<file path="src/rtl/ccff_chain_loader.sv">
// ccff_chain_loader
// Loading-side driver for a configuration (ccff) chain. Bitstream words arrive on a
// valid/ready stream and are shifted MSB-first into ccff_head. The bits that fall out
// of ccff_tail are gathered into readback words, first bit out in the MSB.
module ccff_chain_loader #(
  parameter int WORD_W    = 32,
  parameter int CHAIN_LEN = 1024,
  parameter int CNT_W     = $clog2(CHAIN_LEN + 1)
) (
  input  logic              prog_clk,
  input  logic              prog_rst_n,
  input  logic              start,
  output logic              busy,
  output logic              done,
  output logic [CNT_W-1:0]  bit_count,
  input  logic [WORD_W-1:0] bs_data,
  input  logic              bs_valid,
  output logic              bs_ready,
  output logic [WORD_W-1:0] rb_data,
  output logic              rb_valid,
  input  logic              rb_ready,
  output logic              ccff_head,
  input  logic              ccff_tail,
  output logic              ccff_shift_en
);

  localparam int IDX_W = $clog2(WORD_W);
  localparam int COL_W = $clog2(WORD_W + 1);
  localparam logic [CNT_W-1:0] LEN      = CNT_W'(CHAIN_LEN);
  localparam logic [CNT_W-1:0] LEN_M1   = CNT_W'(CHAIN_LEN - 1);
  localparam logic [COL_W-1:0] COL_FULL = COL_W'(WORD_W);
  localparam logic [IDX_W-1:0] IDX_LAST = IDX_W'(WORD_W - 1);

  typedef enum logic [1:0] {
    IDLE,
    LOAD,
    DONE
  } state_t;

  state_t state, state_nxt;

  logic [WORD_W-1:0] in_buf;
  logic              in_full;
  logic [IDX_W-1:0]  in_idx;
  logic [WORD_W-1:0] col_buf;
  logic [COL_W-1:0]  col_cnt;
  logic [COL_W-1:0]  col_pad;

  logic in_load, chain_done, col_full, col_word, shift, accept, xfer, enter_load;

  assign in_load    = (state == LOAD);
  assign chain_done = (bit_count == LEN);
  assign col_full   = (col_cnt == COL_FULL);
  assign col_word   = col_full | (chain_done & (col_cnt != '0));
  assign col_pad    = COL_FULL - col_cnt;
  assign shift      = in_load & in_full & ~chain_done & ~(col_full & rb_valid);
  assign accept     = bs_valid & bs_ready;
  assign xfer       = in_load & col_word & (~rb_valid | rb_ready);
  assign enter_load = start & (state != LOAD);

  assign busy          = in_load;
  assign done          = (state == DONE);
  assign bs_ready      = in_load & ~in_full & ~chain_done;
  assign ccff_head     = in_buf[WORD_W-1];
  assign ccff_shift_en = shift;

  // State register.
  always_ff @(posedge prog_clk or negedge prog_rst_n) begin
    if (!prog_rst_n) state <= IDLE;
    else             state <= state_nxt;
  end

  // Next state: a pass ends once every chain bit is shifted and all readback has drained.
  always_comb begin
    state_nxt = state;
    case (state)
      IDLE: if (start) state_nxt = LOAD;
      LOAD: if (chain_done && (col_cnt == '0) && !rb_valid) state_nxt = DONE;
      DONE: if (start) state_nxt = LOAD;
      default: state_nxt = IDLE;
    endcase
  end

  // Input word buffer and bit counter: load on handshake, shift out MSB on each chain shift.
  always_ff @(posedge prog_clk or negedge prog_rst_n) begin
    if (!prog_rst_n) begin
      in_buf    <= '0;
      in_full   <= 1'b0;
      in_idx    <= '0;
      bit_count <= '0;
    end else if (enter_load) begin
      in_buf    <= '0;
      in_full   <= 1'b0;
      in_idx    <= '0;
      bit_count <= '0;
    end else if (in_load) begin
      if (accept) begin
        in_buf  <= bs_data;
        in_full <= 1'b1;
        in_idx  <= IDX_LAST;
      end else if (shift) begin
        if ((bit_count == LEN_M1) || (in_idx == '0)) begin
          in_buf  <= '0;
          in_full <= 1'b0;
          in_idx  <= '0;
        end else begin
          in_buf <= in_buf << 1;
          in_idx <= in_idx - IDX_W'(1);
        end
      end
      if (shift) bit_count <= bit_count + CNT_W'(1);
    end
  end

  // Readback collector and output register: a full or final partial word moves out
  // left-aligned whenever the output slot is free or being emptied this cycle.
  always_ff @(posedge prog_clk or negedge prog_rst_n) begin
    if (!prog_rst_n) begin
      col_buf  <= '0;
      col_cnt  <= '0;
      rb_data  <= '0;
      rb_valid <= 1'b0;
    end else if (enter_load) begin
      col_buf <= '0;
      col_cnt <= '0;
    end else if (in_load) begin
      if (xfer) begin
        rb_data  <= col_buf << col_pad;
        rb_valid <= 1'b1;
        if (shift) begin
          col_buf <= {{(WORD_W-1){1'b0}}, ccff_tail};
          col_cnt <= COL_W'(1);
        end else begin
          col_buf <= '0;
          col_cnt <= '0;
        end
      end else begin
        if (rb_valid && rb_ready) rb_valid <= 1'b0;
        if (shift) begin
          col_buf <= {col_buf[WORD_W-2:0], ccff_tail};
          col_cnt <= col_cnt + COL_W'(1);
        end
      end
    end
  end

endmodule
</file>
<file path="config.mk">
export PLATFORM = sky130hd
export DESIGN_NAME = ccff_chain_loader
export DESIGN_NICKNAME = d
export VERILOG_FILES = /design/src/rtl/ccff_chain_loader.sv
export SDC_FILE = /design/constraint.sdc
export NUM_CORES = 1
export LEC_CHECK = 0
export ABC_AREA = 1
export CORE_MARGIN = 10
export CORE_UTILIZATION = 45
export CTS_BUF_LIST = sky130_fd_sc_hd__clkbuf_4 sky130_fd_sc_hd__clkbuf_8 sky130_fd_sc_hd__clkbuf_16
export DETAILED_ROUTE_END_ITERATION = 6
export HOLD_SLACK_MARGIN = 0.02
export PLACE_DENSITY = 0.67
export SLEW_MARGIN = 20
export SYNTH_ARGS = -nofsm -noshare
export SYNTH_HDL_FRONTEND = slang
export SYNTH_SLANG_ARGS = --single-unit
</file>
<file path="constraint.sdc">
create_clock -name prog_clk -period 2.1 [get_ports prog_clk]
set_input_delay 0.42 -clock prog_clk [delete_from_list [all_inputs] [get_ports prog_clk]]
set_output_delay 0.42 -clock prog_clk [all_outputs]
set_load 0.01 [all_outputs]
</file>
==> results.json, run 1 <==
{
  "synthToLayoutAreaGrowth_pct": 24.8,
  "synth-edff-count": 0,
  "cpLargestDelayFamily": "flip-flops",
  "hold_path.class": "reg2reg",
  "synth_most_common_cell": "nand2_1",
  "drt-total-wl_um": 21600,
  "nNetsFinal": 1313,
  "grt_usage_pct": 19.6,
  "final_hold_viol_count": 0,
  "ys_seq_elements": 122,
  "antenna_found_initial": 0,
  "hpwlAfterDp_um": 14900,
  "min_period_over_period_pct": 95.5,
  "cp.required_ns": 1.68,
  "drc": 0,
  "synth-main-ff-cell": "dfrtp_1",
  "vias": 7857,
  "synth-seq-area-share_pct": 39.2,
  "grt_pass1_wl_um": 37000,
  "clk_path_buf_depth": 2,
  "netlist_instances": 1180,
  "slew_violations": 0,
  "crit_buf_inv": 3,
  "skew_ns": 0.0109,
  "drive_gt1_share_pct": 10.6,
  "syn_area_um2": 7790,
  "slowest_delay_ns": 0.37,
  "period_minus_slack_ns": 2.01,
  "synth_top_area_share_pct": 39.2,
  "pin_count": 87,
  "synth.net_count": 1223,
  "coreArea_um2": 17100,
  "maxSlewHeadroom_pct": 71.7,
  "yosysWarnings": 0,
  "clk_pin_slew_ns": 0.06,
  "ir_worst_vdd_mv": 0.953,
  "yosysTopAreaCell": "dfrtp_1",
  "wl_per_cell_um": 14.4,
  "synth_area_leaders": "dfrtp_1 39%, nand2_1 26%, nand3_1 13%",
  "start_util_pct": 45.5,
  "arrival_ns": 1.59,
  "hold_ws_ns": 0.475,
  "yosys-top-cells-count": "534 x nand2_1, 206 x nand3_1, 122 x dfrtp_1, 69 x inv_1, 59 x nor2_1",
  "finalSetupViolCount": 0,
  "die_w_um": 152,
  "grt_overflow_total": 0,
  "gp_congestion": 0.913,
  "drtAntennaViolNets": 0,
  "grt_setup_unrepaired": "true",
  "place_ws_ns": -0.0167,
  "clock-sinks": 122,
  "grt_max_degree": 38,
  "grt_pass1_vias": 7599,
  "die_area_um2": 23000,
  "die_h_um": 152,
  "cts_tree": "done",
  "p_leak_nw": 5.10,
  "async_reset_ff_share_pct": 100,
  "via_per_inst": 5.22,
  "diodes": 0,
  "rows": 48,
  "worst_pin_slew_ns": 0.424,
  "cp_slowest_cell": "dfrtp_1",
  "reg2reg_slack_ns": 0.14,
  "path_max_fanout": 2,
  "path_common_cell": "inv_1",
  "clk_latency_ns": 0.42,
  "path_cells": "inv_1, ha_4, inv_1, nor2_2, nand3_2, nor2_4, nor3_2, buf_2",
  "end_kind": "output pin",
  "worst_slack_ns": 0.0941,
  "cts_made_buffers": 17,
  "cts_root_buffer": "clkbuf_16",
  "avgSynthCellArea_um2": 6.61,
  "firstDrtPassIters": 5,
  "numPortBuffers": 86,
  "synth_cell_types": 34,
  "status": "finished clean",
  "start_kind": "register",
  "power_density_nw_per_um2": 1630,
  "max_clock_freq_ghz": 0.499,
  "maxCapViolCount": 0,
  "htreeDepth": 4,
  "initialDrtViolationCount": 552,
  "critPathKind": "reg2out"
}
## worst register-to-register path: cells and delay by family, from the launching register on
| kind | cells | cell delay [ns] |
|---|---|---|
| flip-flops | 1 | 0.38 |
| buffers and inverters | 3 | 0.73 |
| AND/OR/NAND/NOR | 8 | 0.75 |
## final cells by class
class	instances	area (um2)
inverters	76	285
clock inverters	2	35.0
fillers	1706	7390
multi-input cells	912	4130
flip-flops and latches	122	3050
clock buffers	26	531
repair buffers	141	1410
well taps	225	282
## worst paths after layout
check                              from     endpoint  cells past startpoint
max                        bit_count[1]     bs_ready                      8
min                          rb_data[6]   rb_data[6]                      2
max reg2reg                  col_cnt[0]  rb_data[31]                     11
min reg2reg                  rb_data[6]   rb_data[6]                      2
max in group asynchronous    prog_rst_n    in_buf[8]                      3
min in group asynchronous    prog_rst_n   col_cnt[2]                      2
## report_power, final
group          total, W  switching (W)  internal, W
Sequential      0.00344       0.000445      0.00299
Combinational   0.00960        0.00604      0.00356
Clock           0.00284        0.00101      0.00183
## cells by family (layout without fill, tap and decap cells)
| group | Yosys count | count (layout) | share of synthesized area (%) |
|---|---|---|---|
| AO/OA/AOI/OAI | 28 | 28 | 1.88 |
| XOR/XNOR | 3 | 3 | 0.337 |
| adder cells (fa/ha/maj) | 5 | 5 | 0.803 |
| buffers and inverters | 146 | 245 | 8.60 |
| flip-flops | 122 | 122 | 39.2 |
| AND/OR/NAND/NOR | 876 | 876 | 49.2 |
## routing by layer
metal	share of wire, %	vias to the layer above	global-route usage, %
met5	0	-	0
met4	1.9	0	6.05
met3	5.6	34	4.37
met2	48	236	31.9
met1	45	3648	25.5
li1	-	3939	-
## placed cells by master, fill, tap and decap left out, drive strengths merged
master,n
o31ai,1
nand3,209
clkdlybuf4s50,83
clkbuf,26
dfrtp,122
nand3b,3
inv,75
dlygate4sd3,1
buf,57
xor2,1
and2,1
nand4,39
nor2,68
a21oi,3
clkinv,2
nor3,7
o21ai,24
bufinv,1
xnor2,2
nand2,549
ha,5
## sequential cells by signal, indices dropped and copies added, names as in the netlist, 2 cells and up
register	count
rb_data	32
col_buf	32
col_cnt	6
bit_count	11
in_buf	32
in_idx	5
state	2
## what timing repair did
item	CTS	global route
pin swaps	2	2
hold buffers	1	0
setup endpoints to repair	39	61
resized for setup	14	11
setup buffers	1	1
hold endpoints to repair	25	0
## stage by stage
step	setup TNS (ns)	util (%)	std cells	power, W	instance area (um2)
6_report	0	56.8	1504	0.0159	9730
5_1_grt	-0.0544	56.8	1504	0.0173	9730
4_1_cts	0	56.5	1503	0.0159	9670
3_5_place_dp	-0.0167	53.0	1473	0.0130	9080
3_3_place_gp	-0.0198	53.0	1473	0.0129	9080
2_1_floorplan	0	-	1180	0.0100	7820
(Power assumes the default switching activity.)
==> run 2, diff against run 1 <==
SKIP_LAST_GASP = 1   (was not set)
==> results of run 2 <==
Same layout as run 1: the final DEF is identical, and so are final timing and power.
